### src/rtl/msk_rnd_pkg.sv
// Shared constants for the Trivium masking-randomness source: register geometry,
// tap positions (1-based, as in the cipher description), FSM encoding and sizing helpers.
package msk_rnd_pkg;

  localparam int TRIV_STATE = 288;
  localparam int KEY_W      = 80;
  localparam int IV_W       = 80;
  localparam int SEED_TOT   = KEY_W + IV_W;

  // Register A spans s1..s93, B spans s94..s177, C spans s178..s288.
  localparam int REG_A_LEN  = 93;
  localparam int REG_B_END  = 177;

  localparam int T1_A = 66,  T1_B = 93,  T1_AND0 = 91,  T1_AND1 = 92,  T1_X = 171;
  localparam int T2_A = 162, T2_B = 177, T2_AND0 = 175, T2_AND1 = 176, T2_X = 264;
  localparam int T3_A = 243, T3_B = 288, T3_AND0 = 286, T3_AND1 = 287, T3_X = 69;

  typedef enum logic [1:0] {
    ST_UNSEEDED = 2'd0,
    ST_SEED     = 2'd1,
    ST_WARMUP   = 2'd2,
    ST_RUN      = 2'd3
  } fsm_e;

  function automatic int warm_cycles(input int warmup, input int rnd_w);
    return (warmup + rnd_w - 1) / rnd_w;
  endfunction

  // One counter serves both the chunk index (0..n_chunks) and the warm-up cycle count.
  function automatic int cnt_width(input int n_chunks, input int warm_cyc);
    int mx;
    int w;
    mx = (n_chunks > warm_cyc - 1) ? n_chunks : warm_cyc - 1;
    w  = 1;
    while ((1 << w) <= mx) w++;
    return w;
  endfunction

endpackage

### src/rtl/trivium_step_n.sv
// N Trivium steps chained combinationally; keystream bit of step k lands in z_o[k].
module trivium_step_n
  import msk_rnd_pkg::*;
#(
  parameter int N = 32
) (
  input  logic [TRIV_STATE-1:0] state_i,
  output logic [TRIV_STATE-1:0] state_o,
  output logic [N-1:0]          z_o
);

  logic [TRIV_STATE-1:0] s;
  logic [N-1:0]          z;
  logic                  t1, t2, t3;

  // Bit i-1 of the vector holds s_i.
  always_comb begin
    s  = state_i;
    z  = '0;
    t1 = 1'b0;
    t2 = 1'b0;
    t3 = 1'b0;
    for (int k = 0; k < N; k++) begin
      t1   = s[T1_A-1] ^ s[T1_B-1];
      t2   = s[T2_A-1] ^ s[T2_B-1];
      t3   = s[T3_A-1] ^ s[T3_B-1];
      z[k] = t1 ^ t2 ^ t3;
      t1   = t1 ^ (s[T1_AND0-1] & s[T1_AND1-1]) ^ s[T1_X-1];
      t2   = t2 ^ (s[T2_AND0-1] & s[T2_AND1-1]) ^ s[T2_X-1];
      t3   = t3 ^ (s[T3_AND0-1] & s[T3_AND1-1]) ^ s[T3_X-1];
      s    = {s[TRIV_STATE-2:REG_B_END], t2,
              s[REG_B_END-2:REG_A_LEN], t1,
              s[REG_A_LEN-2:0], t3};
    end
    state_o = s;
    z_o     = z;
  end

endmodule

### src/rtl/msk_rnd_trivium_src.sv
// Trivium keystream source for gadget fresh randomness: serial key/IV seeding,
// discarded warm-up, then RND_W-bit words under a valid/ready handshake.
module msk_rnd_trivium_src
  import msk_rnd_pkg::*;
#(
  parameter int RND_W  = 32,
  parameter int SEED_W = 32,
  parameter int WARMUP = 1152
) (
  input  logic              clk,
  input  logic              rst,
  input  logic [SEED_W-1:0] seed_in,
  input  logic              seed_valid,
  output logic              seed_ready,
  input  logic              reseed,
  output logic [RND_W-1:0]  rnd_out,
  output logic              rnd_valid,
  input  logic              rnd_ready,
  output logic              busy
);

  localparam int N_CHUNKS = SEED_TOT / SEED_W;
  localparam int WARM_CYC = warm_cycles(WARMUP, RND_W);
  localparam int CNT_W    = cnt_width(N_CHUNKS, WARM_CYC);
  localparam logic [CNT_W-1:0] CHUNKS_ALL = CNT_W'(N_CHUNKS);
  localparam logic [CNT_W-1:0] WARM_LAST  = CNT_W'(WARM_CYC - 1);

  fsm_e                  fsm_q, fsm_d;
  logic [CNT_W-1:0]      cnt_q, cnt_d;
  logic [SEED_TOT-1:0]   seed_buf_q, seed_buf_d;
  logic [TRIV_STATE-1:0] st_q, st_d, st_step, st_load;
  logic [RND_W-1:0]      rnd_q, rnd_d, z_step;
  logic                  rnd_valid_q, rnd_valid_d;
  logic                  seed_full, seed_hs, warm_done, rnd_fill;

  trivium_step_n #(.N(RND_W)) u_step (
    .state_i (st_q),
    .state_o (st_step),
    .z_o     (z_step)
  );

  // Counter parked at N_CHUNKS marks the one-cycle state-load slot.
  assign seed_full = (cnt_q == CHUNKS_ALL);
  assign warm_done = (cnt_q == WARM_LAST);
  assign seed_hs   = seed_valid & seed_ready;
  // Fill rnd_out once on entry to RUN (priming), then on every accepted word.
  assign rnd_fill  = (fsm_q == ST_RUN) && (!rnd_valid_q || rnd_ready);

  always_comb begin
    st_load                      = '0;
    st_load[KEY_W-1:0]           = seed_buf_q[KEY_W-1:0];
    st_load[REG_A_LEN +: IV_W]   = seed_buf_q[SEED_TOT-1:KEY_W];
    st_load[TRIV_STATE-1 -: 3]   = 3'b111;
  end

  always_ff @(posedge clk or posedge rst) begin
    if (rst) fsm_q <= ST_UNSEEDED;
    else     fsm_q <= fsm_d;
  end

  always_comb begin
    fsm_d = fsm_q;
    if (reseed) begin
      fsm_d = ST_SEED;
    end else begin
      case (fsm_q)
        ST_SEED:   if (seed_full) fsm_d = ST_WARMUP;
        ST_WARMUP: if (warm_done) fsm_d = ST_RUN;
        default:   fsm_d = fsm_q;
      endcase
    end
  end

  always_comb begin
    seed_ready = (fsm_q == ST_SEED) && !seed_full;
    busy       = (fsm_q == ST_SEED) || (fsm_q == ST_WARMUP);
    rnd_valid  = rnd_valid_q;
    rnd_out    = rnd_q;
  end

  always_comb begin
    cnt_d       = cnt_q;
    seed_buf_d  = seed_buf_q;
    st_d        = st_q;
    rnd_d       = rnd_q;
    rnd_valid_d = rnd_valid_q;
    if (reseed) begin
      cnt_d       = '0;
      rnd_valid_d = 1'b0;
    end else begin
      case (fsm_q)
        ST_SEED: begin
          if (seed_hs) begin
            // Chunks enter at the top so chunk 0 ends up at bit 0.
            seed_buf_d = (seed_buf_q >> SEED_W) |
                         (SEED_TOT'(seed_in) << (SEED_TOT - SEED_W));
            cnt_d      = cnt_q + CNT_W'(1);
          end else if (seed_full) begin
            st_d  = st_load;
            cnt_d = '0;
          end
        end
        ST_WARMUP: begin
          st_d  = st_step;
          cnt_d = warm_done ? '0 : cnt_q + CNT_W'(1);
        end
        ST_RUN: begin
          if (rnd_fill) begin
            rnd_d       = z_step;
            st_d        = st_step;
            rnd_valid_d = 1'b1;
          end
        end
        default: ;
      endcase
    end
  end

  always_ff @(posedge clk or posedge rst) begin
    if (rst) begin
      cnt_q       <= '0;
      seed_buf_q  <= '0;
      st_q        <= '0;
      rnd_q       <= '0;
      rnd_valid_q <= 1'b0;
    end else begin
      cnt_q       <= cnt_d;
      seed_buf_q  <= seed_buf_d;
      st_q        <= st_d;
      rnd_q       <= rnd_d;
      rnd_valid_q <= rnd_valid_d;
    end
  end

endmodule

### config.mk
export PLATFORM = sky130hd
export DESIGN_NAME = msk_rnd_trivium_src
export DESIGN_NICKNAME = d
export VERILOG_FILES = /design/src/rtl/msk_rnd_pkg.sv /design/src/rtl/trivium_step_n.sv /design/src/rtl/msk_rnd_trivium_src.sv
export SDC_FILE = /design/constraint.sdc
export NUM_CORES = 1
export LEC_CHECK = 0
export CORE_MARGIN = 10
export CORE_UTILIZATION = 35
export CTS_BUF_LIST = sky130_fd_sc_hd__clkbuf_4
export DETAILED_ROUTE_END_ITERATION = 6
export DONT_BUFFER_PORTS = 1
export PLACE_DENSITY = 0.53
export SLEW_MARGIN = 20
export SYNTH_ARGS = -nofsm -noshare
export SYNTH_HDL_FRONTEND = slang
export SYNTH_SLANG_ARGS = --single-unit
export TNS_END_PERCENT = 20
### constraint.sdc
create_clock -name clk -period 14.4 [get_ports clk]
set_input_delay 1.44 -clock clk [delete_from_list [all_inputs] [get_ports clk]]
set_output_delay 1.44 -clock clk [all_outputs]
set_load 0.05 [all_outputs]
Word level (Yosys, flattened, before mapping)
Cells that the tools add are included.
W data, S select, Z words.
{ "totals": {"word_cells": 501, "input_bits": 37, "register_bits": 489, "output_inout_bits": 35} }
{ "op_classes": {"reduce_logical": 16, "eq_ne": 11, "n_mux": 16, "n_bitwise": 451, "addsub": 1} }
{ "ops": {"columns": ["cell", "count"], "rows": [
  ["$mux W288", 3],
  ["$pmux W288 S3", 1],
  ["$xor A1 B1 Y1", 352],
  ["$or A128 B160 Y160", 1],
  ["$and A1 B1 Y1", 97],
  ["$mux W6", 4],
  ["$pmux W6 S2", 1],
  ["$reduce_and A3 Y1", 3],
  ["$add A6 B1 Y6 const B", 1],
  ["$eq A6 B3 Y1 const B", 1],
  ["$eq A6 B6 Y1 const B", 1],
  ["$mux W2", 3],
  ["$ne A2 B2 Y1 const B", 3],
  ["$ne A3 B3 Y1 const B", 2],
  ["$reduce_bool A3 Y1", 2],
  ["$reduce_and A5 Y1", 1],
  ["$eq A2 B2 Y1 const B", 2],
  ["$ne A4 B4 Y1 const B", 1],
  ["$pmux W2 S2", 1],
  ["$reduce_and A2 Y1", 2],
  ["$reduce_bool A2 Y1", 2],
  ["$mux W1", 3],
  ["$eq A2 B1 Y1 const B", 1],
  ["$logic_and A1 B1 Y1", 2],
  ["other kinds (3)", 5]
]} }

Logic depth before layout (Yosys ltp)
{ "depth": {"word_depth": 7, "ltp_mapped": 9, "depth_no_buf": 6} }

By module
From an unflattened synthesis, not the netlist that was laid out.
{ "unflattened": {"cells_unflattened": 1925, "area_unflattened_um2": 26797.0} }
{ "modules_own_cells": {"columns": ["mod", "seq_area_each_um2", "cells_per_inst", "n_inst", "area_each_um2"], "rows": [
  ["msk_rnd_trivium_src", 12236.7, 1410, 1, 21125.3],
  ["trivium_step_n", 0.0, 515, 1, 5671.7]
]} }

Worst setup path after synthesis
Ideal clock, no wire load.
{ "synth_path": {"path_kind": "register -> output", "from": "register cnt_q[0]", "to": "output seed_ready", "setup_slack_ps": 11078, "arrival_time_ps": 1882, "path_stages_with_launch": 5, "n_path_buf": 1, "required_ps": 12960, "cell_sequence": "dfrtp_1 ha_1 and4bb_1 buf_2 a21oi_1"} }
{ "synth_between": {"elab_chain_len": 3} }
{ "synth_lines": {"columns": ["element", "line", "rtl"], "rows": [
  ["start: declaration", "msk_rnd_trivium_src.sv:29", "logic [CNT_W-1:0] cnt_q, cnt_d;"],
  ["start signal: assignment", "msk_rnd_trivium_src.sv:127", "cnt_q <= cnt_d;"],
  ["$eq A6 B3 Y1", "msk_rnd_trivium_src.sv:43", "assign seed_full = (cnt_q == CHUNKS_ALL);"],
  ["$logic_not A1 Y1", "msk_rnd_trivium_src.sv:75", "seed_ready = (fsm_q == ST_SEED) && !seed_full;"],
  ["$logic_and A1 B1 Y1", "msk_rnd_trivium_src.sv:75", null],
  ["end: declaration", "msk_rnd_trivium_src.sv:14", "output logic seed_ready,"]
]} }
Every way passes these cells.

Worst setup path in the final report
{ "layout_path": {"from": "register cnt_q[1]", "to": "register st_q[190]"} }
{ "layout_between": {"elab_chain_len": 6, "elab_cells_between_ends": 7, "classes_between": "eq/ne: 3; bitwise: 1; reduce/logical: 3"} }
{ "layout_lines": {"columns": ["element", "line", "rtl"], "rows": [
  ["$eq A6 B3 Y1 *", "msk_rnd_trivium_src.sv:43", null],
  ["$logic_not A1 Y1", "msk_rnd_trivium_src.sv:75", null],
  ["$logic_and A1 B1 Y1", "msk_rnd_trivium_src.sv:75", null],
  ["$and A1 B1 Y1", "msk_rnd_trivium_src.sv:45", "assign seed_hs = seed_valid & seed_ready;"],
  ["$ne A2 B2 Y1 (no line)", null, null],
  ["$reduce_and A5 Y1 (no line) *", null, null],
  ["end signal: assignment", "msk_rnd_trivium_src.sv:129", "st_q <= st_d;"],
  ["end: declaration", "msk_rnd_trivium_src.sv:31", "logic [TRIV_STATE-1:0] st_q, st_d, st_step, st_load;"]
]} }
Every way passes the cells marked *; elsewhere a longest branch is shown, timed or not.
A chain may end at the register's enable or synchronous reset.

==> flow_metrics.tcl <==
set metrics [dict create \
    via_per_inst 4.94 \
    dr.pass1.iters 5 \
    dp.final_hpwl_mm 48.4 \
    drt_iter0_drc 850 \
    power_frac_clock 0.192 \
    synth_top_area_frac 0.487 \
    syn_area_sq_mm 0.0251 \
    p_sw_mw 2.70 \
    area_delta_synth_final_pct 10.3 \
    wl_mm 68.9 \
    yosysSeqAreaShare 0.487 \
    drt_drc_violations_left 0 \
    drv_cap 0 \
    cp.required_ps 15240 \
    cts_resized 0 \
    worstSetupPathType "reg -> reg" \
    final-max-slew-violation-count 0 \
    path_cells "inv_1 -> ha_1 -> and4bb_1 -> a21oi_1 -> buf_4 -> a2111oi_4 -> buf_4 -> buf_12 -> buf_6 -> mux2_2" \
    fp.dieW_um 288 \
    timing.fmax_mhz 229 \
    grt-ovfl-total 0 \
    place_congestion 0.868 \
    hold_buffers 0 \
    cp_slowest_cell "buf_6" \
    dpl-instance-area_sq_mm 0.0259 \
    htreeDepth 4 \
    nets 1914 \
    finish.instance_area_sq_mm 0.0277 \
    switching_share 0.397 \
    min_from "st_q[195]" \
    power_leakage_nw 12.7 \
    insertion_delay_ps 1010 \
    fin_tns_setup_ps 0 \
    cts_root_buf "clkbuf_4" \
    cts_made_buffers 142 \
    comb_power_share 0.417 \
    finalSetupViolCount 0 \
    seqPwrFrac 0.391 \
    initial_core_util 0.352 \
    synth_area_per_cell_sq_um 13.8 \
    syn_nets 1866 \
    synth-seq-cells 489 \
    cts.sinks 489 \
    first_global_vias 15100 \
    cts_tree "done" \
    p_int_mw 4.11 \
    io_pins 72 \
    fin_ws_ps 10040 \
    crit_path_end_kind "register" \
    grt_pass1_wl_mm 102 \
    rows 98 \
    postSynth.asyncResetShare 1.00 \
    port_buffers 0 \
    synth_top_flop_cell "dfrtp_1" \
    finClkSkew_ps 64.7 \
    power_density_mw_per_mm2 246 \
    hold_viol 0 \
    path_clk_slew_ps 60 \
    die_h_um 288 \
    synthTopCellsByArea "dfrtp_1 49%, mux2_2 18%, mux2_1 9.5%" \
    relSlewSlack 0.248 \
    fill_cells 6915 \
    vdd_drop_max_mv 0.137 \
    core_area_sq_mm 0.0714 \
    layout-drive-gt1-share 0.321 \
    dp_worst_setup_slack_ps 9400 \
    synthCells 1823 \
    crit_path_start_kind "register" \
    cp_slowest_stage_delay_ps 740 \
    crit_start "cnt_q[1]" \
    min_path_type "reg -> reg" \
    cp_common_cell "buf_4" \
    synth_edf_count 0 \
    critPathBufInv 5 \
    vias 14400 \
    antenna_found_initial 10 \
    cts_setup_buffers 0 \
    grt_max_degree 177 \
    clk_path_buf_depth 3 \
    finalCriticalPeriod_ps 4360 \
    worstMarginPinSlew_ps 1130 \
    grt_usage 0.169 \
    timing.hold.ws_ps 477 \
    path_delay_family "buffers and inverters" \
    r2r_start "cnt_q[1]" \
    ant_nets 0 \
    fin_crit_sh 0.303 \
    yosys.area.top_type "dfrtp_1" \
    wl_per_cell_um 23.6 \
    rsz0062_at_grt "no" \
    yosysWarnings 0 \
    synth.distinct_cells 40 \
    cp_max_fo 154 \
    die-area_sq_mm 0.0830 \
    cp_data_arrival_time_ps 5200 \
    status "complete, no violations" \
]
[final cells by class]
class                           count  area, sq um  share of cell area
Antenna cell                       10         25.0            0.000903
Clock buffer                      202         1520              0.0547
Clock inverter                     30          240             0.00867
Inverter                           11         45.0             0.00162
Multi-Input combinational cell   1212        12300               0.444
Sequential cell                   489        12200               0.441
Tap cell                          950         1190              0.0429
Timing Repair Buffer               15          170             0.00614
[worst paths after layout]
| kind | end | slack (ps) | depth (start not counted) |
|---|---|---|---|
| max in group asynchronous | st_q[72] | 11660 | 4 |
| setup / recovery | st_q[190] | 10040 | 10 |
| hold / removal | st_q[195] | 480 | 1 |
| hold reg to reg | st_q[195] | 480 | 1 |
| setup reg to reg | st_q[190] | 10040 | 10 |
| min in group asynchronous | seed_buf_q[65] | 550 | 2 |
[layout by cell type, fill, tap and decap left out, types with 3 or more instances in the layout]
master and instances:
xnor2_1 160, nor2_1 70, buf_12 4, inv_1 10
dfrtp_1 489, diode_2 10, xor3_1 64, buf_4 9
mux2_1 213, mux2i_1 3, a21oi_1 37, clkinv_1 16
a21o_1 4, xnor3_1 32, nor2b_1 97, o21ai_0 4
ha_1 6, bufinv_16 3, inv_6 5, clkinv_4 4
nand2_1 104, clkbuf_4 202, mux2_2 393
[registers in the layout (all words and copies together) (netlist names)]
| name | cells |
|---|---|
| cnt_q | 6 |
| fsm_q | 2 |
| rnd_out | 32 |
| rnd_valid | 1 |
| seed_buf_q | 160 |
| st_q | 288 |
[logic make-up (layout without fill, tap and decap cells)]
family | count (synthesis) | in the layout | synth area share
mux | 609 | 609 | 0.273
fa+ha+maj | 6 | 6 | 0.00299
flops | 489 | 489 | 0.487
xor+xnor | 256 | 256 | 0.145
other cells | 0 | 10 | 0
compound gates | 59 | 59 | 0.0147
buf+inv | 122 | 258 | 0.0249
simple gates | 282 | 282 | 0.0532
[per-layer routing]
layer  global-route usage  part of all wire  wire length, um  vias up
met1                0.216              0.44            30000     7416
met2                0.262              0.46            32000      387
met3               0.0477             0.060             4160      144
met5                    0           0.00019               13        -
met4               0.0793             0.039             2700        2
li1                     -                 -                -     6485
[stage by stage]
step,utilization,std cells,total power [mW]
after floorplan,-,1823,4.52
after CTS,0.388,2909,6.91
after global placement,0.363,2677,5.50
final,0.388,2919,6.81
after detailed placement,0.363,2677,5.55
after global routing,0.388,2911,7.19
[power groups by stage]
| stage | logic (mW) | clock network, mW | registers, mW |
|---|---|---|---|
| final | 2.84 | 1.31 | 2.66 |
| after global routing | 3.02 | 1.44 | 2.73 |
| after CTS | 2.87 | 1.36 | 2.67 |
| after detailed placement | 2.85 | 0 | 2.70 |
| after global placement | 2.83 | 0 | 2.68 |
| after floorplan | 2.18 | 0 | 2.33 |
[Yosys cell counts, types with 2 or more instances]
cell type / instances
clkbuf_1: 67
a211oi_1: 2
ha_1: 6
dfrtp_1: 489
nand2b_1: 2
inv_1: 11
buf_6: 14
xnor3_1: 32
a21oi_1: 37
o21ai_0: 4
mux2i_1: 3
nor2_1: 72
mux2_1: 213
buf_1: 2
nand2_1: 104
buf_4: 11
a21o_1: 4
buf_2: 17
xor3_1: 64
mux2_2: 393
nand3_1: 2
nor2b_1: 97
xnor2_1: 160
No activity file was read; power rests on OpenSTA's default activity.
